**src/rtl/spwm_ctrl.sv**
```systemverilog
// spwm_ctrl: SPWM carrier/sine-index sequencer with sine-period start/stop granularity.
// Define SPWM_CTRL_COMPLEMENT_EN to add the dead-time complementary output pwm_n.
module spwm_ctrl #(
    parameter int unsigned CW        = 8,
    parameter int unsigned CAR_MAX   = 255,
    parameter int unsigned IW        = 6,
    parameter int unsigned N_SAMPLES = 64,
    parameter int unsigned PW        = 8,
    parameter int unsigned DEAD      = 4
) (
    input  logic          clk,
    input  logic          rst,
    input  logic          start,
    input  logic          stop,
    input  logic [PW-1:0] presc,
    input  logic [CW-1:0] sample,
    output logic [IW-1:0] idx,
    output logic [CW-1:0] carrier,
    output logic          pwm_out,
`ifdef SPWM_CTRL_COMPLEMENT_EN
    output logic          pwm_n,
`endif
    output logic          busy,
    output logic          period_done
);

    typedef enum logic [1:0] {S_IDLE, S_RUN, S_STOP_PEND} state_t;

    localparam logic [CW-1:0] CAR_TOP  = CW'(CAR_MAX);
    localparam logic [IW-1:0] IDX_LAST = IW'(N_SAMPLES - 1);

    if (N_SAMPLES == 0 || N_SAMPLES > (1 << IW) || CAR_MAX >= (1 << CW) || DEAD >= (1 << 16))
    begin : g_bad_params
        $error("spwm_ctrl: parameter out of range");
    end

    state_t        r_state, w_next;
    logic [PW-1:0] r_presc_lat, r_presc_cnt;
    logic [CW-1:0] r_carrier, r_duty;
    logic [IW-1:0] r_idx, w_idx_inc;
    logic          r_raw, r_period_done;
    logic          w_active, w_start_edge, w_tick, w_wrap, w_period_end;

    assign w_active     = (r_state != S_IDLE);
    assign w_start_edge = (r_state == S_IDLE) && start;
    assign w_tick       = w_active && (r_presc_cnt == r_presc_lat);
    assign w_wrap       = w_tick && (r_carrier == CAR_TOP);
    // idx already points at the next sample, so idx==0 marks the last sample's period
    assign w_period_end = w_wrap && (r_idx == '0);
    assign w_idx_inc    = (r_idx == IDX_LAST) ? '0 : r_idx + IW'(1);

    always_comb begin
        w_next = r_state;
        unique case (r_state)
            S_IDLE:      if (start)        w_next = S_RUN;
            S_RUN:       if (stop)         w_next = S_STOP_PEND;
            S_STOP_PEND: if (w_period_end) w_next = S_IDLE;
            default:                       w_next = S_IDLE;
        endcase
    end

    always_ff @(posedge clk or posedge rst) begin
        if (rst) r_state <= S_IDLE;
        else     r_state <= w_next;
    end

    always_ff @(posedge clk or posedge rst) begin
        if (rst) begin
            r_presc_lat   <= '0;
            r_presc_cnt   <= '0;
            r_carrier     <= '0;
            r_duty        <= '0;
            r_idx         <= '0;
            r_raw         <= 1'b0;
            r_period_done <= 1'b0;
        end else begin
            r_period_done <= w_period_end;
            if (w_start_edge) begin
                r_presc_lat <= presc;
                r_presc_cnt <= '0;
                r_carrier   <= '0;
                r_duty      <= sample;
                r_idx       <= w_idx_inc;
                r_raw       <= 1'b0;
            end else if ((r_state == S_STOP_PEND) && w_period_end) begin
                r_presc_cnt <= '0;
                r_carrier   <= '0;
                r_duty      <= '0;
                r_idx       <= '0;
                r_raw       <= 1'b0;
            end else if (w_active) begin
                r_raw       <= (r_carrier < r_duty);
                r_presc_cnt <= w_tick ? '0 : r_presc_cnt + PW'(1);
                if (w_tick) r_carrier <= w_wrap ? '0 : r_carrier + CW'(1);
                if (w_wrap) begin
                    r_duty <= sample;
                    r_idx  <= w_idx_inc;
                end
                if (w_period_end) r_presc_lat <= presc;
            end
        end
    end

    assign idx         = r_idx;
    assign carrier     = r_carrier;
    assign busy        = w_active;
    assign period_done = r_period_done;

`ifdef SPWM_CTRL_COMPLEMENT_EN
    localparam int unsigned   DW       = $clog2(DEAD + 1) + 1;
    localparam logic [DW-1:0] DEAD_CNT = DW'(DEAD);

    logic [DW-1:0] r_hi_cnt, r_lo_cnt;
    logic          r_pwm_p, r_pwm_n;

    // Run-length counters saturate at DEAD; an output only rises once its run has outlasted DEAD.
    always_ff @(posedge clk or posedge rst) begin
        if (rst) begin
            r_hi_cnt <= '0;
            r_lo_cnt <= '0;
            r_pwm_p  <= 1'b0;
            r_pwm_n  <= 1'b0;
        end else begin
            r_hi_cnt <= !r_raw ? '0 : (r_hi_cnt == DEAD_CNT) ? r_hi_cnt : r_hi_cnt + DW'(1);
            r_lo_cnt <= (r_raw || !w_active) ? '0 :
                        (r_lo_cnt == DEAD_CNT) ? r_lo_cnt : r_lo_cnt + DW'(1);
            r_pwm_p  <= r_raw && (r_hi_cnt >= DEAD_CNT);
            r_pwm_n  <= !r_raw && w_active && (r_lo_cnt >= DEAD_CNT);
        end
    end

    assign pwm_out = r_pwm_p;
    assign pwm_n   = r_pwm_n;
`else
    assign pwm_out = r_raw;
`endif

endmodule
```
**config.mk**
```make
export PLATFORM = sky130hd
export DESIGN_NAME = spwm_ctrl
export DESIGN_NICKNAME = d
export VERILOG_FILES = /design/src/rtl/spwm_ctrl.sv
export SDC_FILE = /design/constraint.sdc
export NUM_CORES = 1
export LEC_CHECK = 0
export ABC_CLOCK_PERIOD_IN_PS = 3100
export CAP_MARGIN = 20
export CORE_MARGIN = 1
export CORE_UTILIZATION = 41
export CTS_BUF_LIST = sky130_fd_sc_hd__clkbuf_8 sky130_fd_sc_hd__clkbuf_16
export DETAILED_ROUTE_END_ITERATION = 10
export SYNTH_ARGS = -nofsm -noshare
export SYNTH_HDL_FRONTEND = slang
export SYNTH_SLANG_ARGS = --single-unit
```
**constraint.sdc**
```tcl
create_clock -name clk -period 3.1 [get_ports clk]
set_clock_uncertainty 0.2 [all_clocks]
set_input_delay 0.465 -clock clk [delete_from_list [all_inputs] [get_ports clk]]
set_output_delay 0.465 -clock clk [all_outputs]
set_load 0.02 [all_outputs]
```
==> out/metrics.cfg, run 1 <==
[run_status]
status = finished clean

[timing]
number_of_max_slew_violations_in_the_final_report = 0
max_slew_margin_pct = 47.5
post-route-min-period_ns = 2.67
total_negative_slack_for_setup_checks_ns = 0
worst_pin_slew_ns = 0.784
setup_slack_ns = 0.429
fin_crit_sh_pct = 86.2
achievable-frequency_mhz = 374
timing_hold_violations_final = 0
rsz0062_at_grt = false
setup_viol = 0

[cells_and_area]
fin_nets = 290
final_cell_count_no_fill = 330
antennaDiodeCount = 0
proportion_of_layout_cells_with_a_drive_suffix_above_1_pct = 12.7
multi_input_combinational_cell_area_mm2 = 0.00111
area_growth_pct = 25.3
nFillCells = 473
design_area_mm2 = 0.00281
seqCellArea_mm2 = 0.00105

[critical_path]
worst-path-max-fanout = 8
rrSetupSlack_ns = 0.43
ff2ff_path_depth = 6
critPathArrivalTime_ns = 2.65
crit_required_ns = 3.08
r2r_end = r_presc_lat[1]$_DFFE_PP0P_
worstSetupStartpointType = flip-flop
timing.critical_path.to_type = flip-flop
crit_type = reg -> reg
critical_path.reg2reg.startpoint = idx[0]$_DFFE_PP0P_
timing.critical_path.from = idx[0]$_DFFE_PP0P_
end_point_of_the_critical_path = r_presc_lat[1]$_DFFE_PP0P_

[detailed_routing]
detail_route.vias_per_cell = 5.34
totalWireLength_um = 4860
drt_iter0_markers = 60
antenna_nets_post_route = 0
drt-pass1-iter-count = 4
drcViolationCount = 0
vias = 1761
routedWlPerCell_um = 14.7

[floorplan]
initial_core_util_pct = 43.3
io_pins = 37
fp.coreArea_mm2 = 0.00517
die_area_mm2 = 0.00576
chipWidth_um = 75.9
fp.dieH_um = 75.9
std_cell_rows = 26

[clocking]
maximum_number_of_buffers_from_clock_root_to_sink = 2
clockRootBuffer = clkbuf_8
clock_insertion_delay_worst_skew_ns = 0.29
postCtsHoldBufs = 0
cts_tree = yes
cts-resized-gates = 0
clkSlewWorstSetupHoldPaths_ns = 0.08
clock_tree.htree_level_count = 2
post-cts-setup-buffers = 0
tritoncts_num_sinks = 42
number_of_buffers_added_by_the_clock_tree_synthesis_step = 5

[job]
drv.max_cap_violation_count = 0

[global_routing]
grt_usage_pct = 19.2
number_of_global_route_vias_before_repair = 1751
grt_overflow_total = 0
grt_max_degree = 43
grt_pass1_wl_um = 8170
initial_antenna_violation_count = 0

[pwr]
cellPowerDensity_mw_per_mm2 = 778
leak_nw = 1.24
irDropWorstVdd_mv = 0.404
post-layout-total-power_mw = 2.18

[placed_design]
dpl-instance-area_mm2 = 0.00270
global_placement_routability_congestion = 0.846
hpwl_um = 3590
port_buffers = 36
pre_cts_ws_ns = 0.438
placed_cells = 322

[synthesis]
synth_enable_flop_cells = 0
mappedNetlistNets = 248
synth_top_cell_by_area = dfrtp_1
syn_area_per_cell_um2 = 10.3
synth.ff_latch_count = 42
synth.top_cell.area_share_pct = 47.0
ys.flop_type = dfrtp_1
ys_seq_area_share_pct = 47.0
synth.top_cells.by_area = dfrtp_1, ha_1, a22o_1
netlist_area_mm2 = 0.00224
synth_cell_types = 47
post_synth_inst_count = 217
synth.yosys.warnings = 0
ffs_w_async_s_r_synth_pct = 100

[worst_hold_path]
hold_path.class = reg -> reg
worst_hold_launch = r_duty[6]$_DFFE_PP0P_

[worst min-delay path by stage]
| stage | end | slack [ns] | cells past startpoint |
|---|---|---|---|
| final | r_duty[6]$_DFFE_PP0P_ | 0.31 | 1 |
| after global routing | r_duty[6]$_DFFE_PP0P_ | 0.33 | 1 |
| after CTS | r_duty[6]$_DFFE_PP0P_ | 0.31 | 1 |
| after detailed placement | pwm_out$_DFFE_PP0P_ | 0.29 | 1 |
| after global placement | r_duty[7]$_DFFE_PP0P_ | 0.29 | 1 |
| after floorplan | r_duty[6]$_DFFE_PP0P_ | 0.27 | 1 |
[placed cells by master, fill, tap and decap left out, types with 8 or more instances in the layout]
master	instances
clkbuf_8	8
dfrtp_1	42
a22o_1	12
ha_1	11
nor2_1	17
mux2_2	9
o21ai_0	13
nand2_1	12
clkdlybuf4s50_1	36
a21oi_1	11
inv_1	14
nand3_1	9
xor2_1	10
[synthesized netlist by cell type (4+ instances only)]
library cell / count
a21oi_1: 11
a22o_1: 12
dfrtp_1: 42
ha_1: 11
inv_1: 14
mux2_2: 9
nand2_1: 12
nand3_1: 9
nand4_1: 4
nor2_1: 17
o21ai_0: 13
or3_1: 4
xor2_1: 10
[kinds of logic (layout without fill, tap and decap cells)]
| logic type | count (synthesis) | in the layout | synth area share, % |
|---|---|---|---|
| AOI/OAI and AO/OA | 50 | 50 | 15.6 |
| xor gates and xnor gates | 13 | 13 | 5.09 |
| adders and majority gates | 11 | 11 | 6.15 |
| buffers and inverters | 19 | 62 | 3.30 |
| DFF | 42 | 42 | 47.0 |
| muxes | 10 | 10 | 4.97 |
| and+or+nand+nor | 72 | 72 | 17.9 |
[stage by stage]
step / hold WS [ns] / util (%)
finish: 0.308 / 54.2
global route: 0.333 / 54.2
CTS: 0.315 / 54.2
detailed placement: 0.291 / 52.1
global placement: 0.289 / 52.1
floorplan: 0.273 / -
[critical path: stages, from the launching register on]
cell and delay, ns:
dfrtp_1 0.45, inv_1 0.08, ha_1 0.14, or3b_2 0.47
or3_4 0.36, o31ai_4 0.47, mux2_2 0.39
[report_power, final]
group / total [mW] / switching [mW] / internal [mW]
clock: 0.414 / 0.189 / 0.225
sequential: 0.897 / 0.172 / 0.725
combinational: 0.874 / 0.444 / 0.430
total: 2.18 / 0.804 / 1.38
[flip-flops by register name, indices dropped and copies added, names as in the netlist]
| register | cells |
|---|---|
| carrier | 8 |
| idx | 6 |
| period_done | 1 |
| pwm_out | 1 |
| r_duty | 8 |
| r_presc_cnt | 8 |
| r_presc_lat | 8 |
| r_state | 2 |
[metal layers]
layer	GRT usage (%)	wire length [µm]	vias up
li1	-	-	869
met3	3.04	151	4
met1	26.3	2390	862
met5	0	0	-
met4	7.41	48	0
met2	30.5	2270	26
[area by class of cell]
class	count	area share, %
clock buffers	8	3.93
well taps	70	3.12
multi-input cells	156	39.7
inverters	14	1.87
repair buffers	40	13.9
flip-flops and latches	42	37.5
No activity file was read; power rests on OpenSTA's default activity.
==> run 2: changes to the inputs <==
--- a/config.mk
+++ b/config.mk
@@ -5,12 +5,13 @@
 export SDC_FILE = /design/constraint.sdc
 export NUM_CORES = 1
 export LEC_CHECK = 0
-export ABC_CLOCK_PERIOD_IN_PS = 3100
+export ABC_CLOCK_PERIOD_IN_PS = 2600
 export CAP_MARGIN = 20
 export CORE_MARGIN = 1
 export CORE_UTILIZATION = 41
 export CTS_BUF_LIST = sky130_fd_sc_hd__clkbuf_8 sky130_fd_sc_hd__clkbuf_16
 export DETAILED_ROUTE_END_ITERATION = 10
+export SKIP_CTS_REPAIR_TIMING = 1
 export SYNTH_ARGS = -nofsm -noshare
 export SYNTH_HDL_FRONTEND = slang
 export SYNTH_SLANG_ARGS = --single-unit
==> constraint.sdc (replaced) <==
create_clock -name clk -period 2.6 [get_ports clk]
set_clock_uncertainty 0.2 [all_clocks]
set_input_delay 0.39 -clock clk [delete_from_list [all_inputs] [get_ports clk]]
set_output_delay 0.39 -clock clk [all_outputs]
set_load 0.02 [all_outputs]
==> run 2 against run 1 <==
Effect of this change:
- power is 20% higher
- final area grew 3.0%
- flip-flop and latch count unchanged
- maximum frequency grew 10%
- cell count rose by 3.6%
==> out/metrics.cfg, run 2 (same netlist as run 1, synthesis figures left out) <==
[run_status]
status = finished clean

[global_routing]
grt_overflow_total = 0
grt_max_degree = 43
grt_pass1_wl_um = 8380
number_of_global_route_vias_before_repair = 1813
initial_antenna_violation_count = 0
grt_usage_pct = 19.7

[clocking]
clock_tree.htree_level_count = 2
cts_tree = yes
clockRootBuffer = clkbuf_8
tritoncts_num_sinks = 42
maximum_number_of_buffers_from_clock_root_to_sink = 2
number_of_buffers_added_by_the_clock_tree_synthesis_step = 5
clkSlewWorstSetupHoldPaths_ns = 0.08
clock_insertion_delay_worst_skew_ns = 0.29

[detailed_routing]
drt-pass1-iter-count = 4
detail_route.vias_per_cell = 5.29
drcViolationCount = 0
routedWlPerCell_um = 14.2
antenna_nets_post_route = 0
drt_iter0_markers = 105
vias = 1810
totalWireLength_um = 4850

[critical_path]
critical-path-top-delay-family = simple AND/OR/NAND/NOR gates
max_stage_delay_ns = 0.48
worstSetupStartpointType = flip-flop
timing.critical_path.to_type = flip-flop
worst-path-max-fanout = 8
crit_required_ns = 2.58
crit_chain = xor2_1 -> nor4_2 -> nand4_2 -> o31ai_4 -> buf_12 -> mux2_2
cp.buffers_inverters = 1
critPathArrivalTime_ns = 2.41
crit_type = reg -> reg
cpMaxStageDelayCell = nor4_2

[pwr]
irDropWorstVdd_mv = 0.575
cellPowerDensity_mw_per_mm2 = 908
leak_nw = 1.30

[timing]
number_of_max_slew_violations_in_the_final_report = 0
worst_pin_slew_ns = 0.769
post-route-min-period_ns = 2.43
fin_crit_sh_pct = 93.4
total_negative_slack_for_setup_checks_ns = 0
rsz0062_at_grt = false
setup_viol = 0
hold-worst-slack_ns = 0.308
setup_slack_ns = 0.173
achievable-frequency_mhz = 412
timing_hold_violations_final = 0
max_slew_margin_pct = 48.6

[placed_design]
global_placement_routability_congestion = 0.869
dpl-instance-area_mm2 = 0.00278
hpwl_um = 3670
pre_cts_ws_ns = 0.0441
port_buffers = 36

[cells_and_area]
antennaDiodeCount = 0
proportion_of_layout_cells_with_a_drive_suffix_above_1_pct = 16.2
area_growth_pct = 29.1
finish.utilization_pct = 55.9
mostFrequentLayoutCells = dfrtp_1, clkdlybuf4s50_1, nor2_1
fin_nets = 302
design_area_mm2 = 0.00289
final_common_cell = dfrtp_1

[job]
drv.max_cap_violation_count = 0

[floorplan]
io_pins = 37
std_cell_rows = 26
die_area_mm2 = 0.00576
fp.coreArea_mm2 = 0.00517
fp.dieH_um = 75.9
initial_core_util_pct = 43.3
chipWidth_um = 75.9

[worst_hold_path]
hold_path.class = reg -> reg

run 2: where the power goes:
group | internal, mW | total, mW | switching (mW)
Sequential | 0.864 | 1.03 | 0.162
Clock | 0.210 | 0.431 | 0.221
Combinational | 0.588 | 1.16 | 0.577
run 2: path summary, 6_finish.rpt:
path / startpoint / to / slack (ns) / cells past startpoint
max: r_presc_cnt[3]$_DFFE_PP0P_ / r_presc_lat[0]$_DFFE_PP0P_ / 0.17 / 6
min: r_duty[7]$_DFFE_PP0P_ / r_duty[7]$_DFFE_PP0P_ / 0.31 / 1
max reg2reg: r_presc_cnt[3]$_DFFE_PP0P_ / r_presc_lat[0]$_DFFE_PP0P_ / 0.17 / 6
min reg2reg: r_duty[7]$_DFFE_PP0P_ / r_duty[7]$_DFFE_PP0P_ / 0.31 / 1
max in group asynchronous: rst / r_duty[4]$_DFFE_PP0P_ / 1.50 / 3
min in group asynchronous: rst / r_presc_cnt[1]$_DFFE_PP0P_ / 0.33 / 3
run 2: worst reg2reg max path, stage by stage, from the launching register on:
cell and delay (ns):
dfrtp_1 0.44, xor2_1 0.21, nor4_2 0.48, nand4_2 0.21, o31ai_4 0.29, buf_12 0.16
mux2_2 0.33
run 2: layout make-up:
cell class,count,area (µm²)
timing repair buffer,52,493
clock buffer,6,82.6
tap,70,87.6
multi-input combinational,156,1110
sequential,42,1050
fill,454,2280
inverter,14,52.6
clock inverter,2,8.76
run 2: routing by layer:
metal | wire length (µm) | up-vias | share of wire, % | global-route usage [%]
li1 | - | 896 | - | -
met1 | 2380 | 872 | 49 | 27.4
met2 | 2220 | 36 | 46 | 30.2
met4 | 59 | 0 | 1.2 | 5.56
met3 | 184 | 6 | 3.8 | 5.56
met5 | 0 | - | 0 | 0
run 2: per-stage QoR:
step | power (mW) | cells
2_1_floorplan | 1.77 | 217
3_3_place_gp | 2.17 | 333
3_5_place_dp | 2.19 | 333
4_1_cts | 2.64 | 341
5_1_grt | 2.84 | 342
6_report | 2.62 | 342
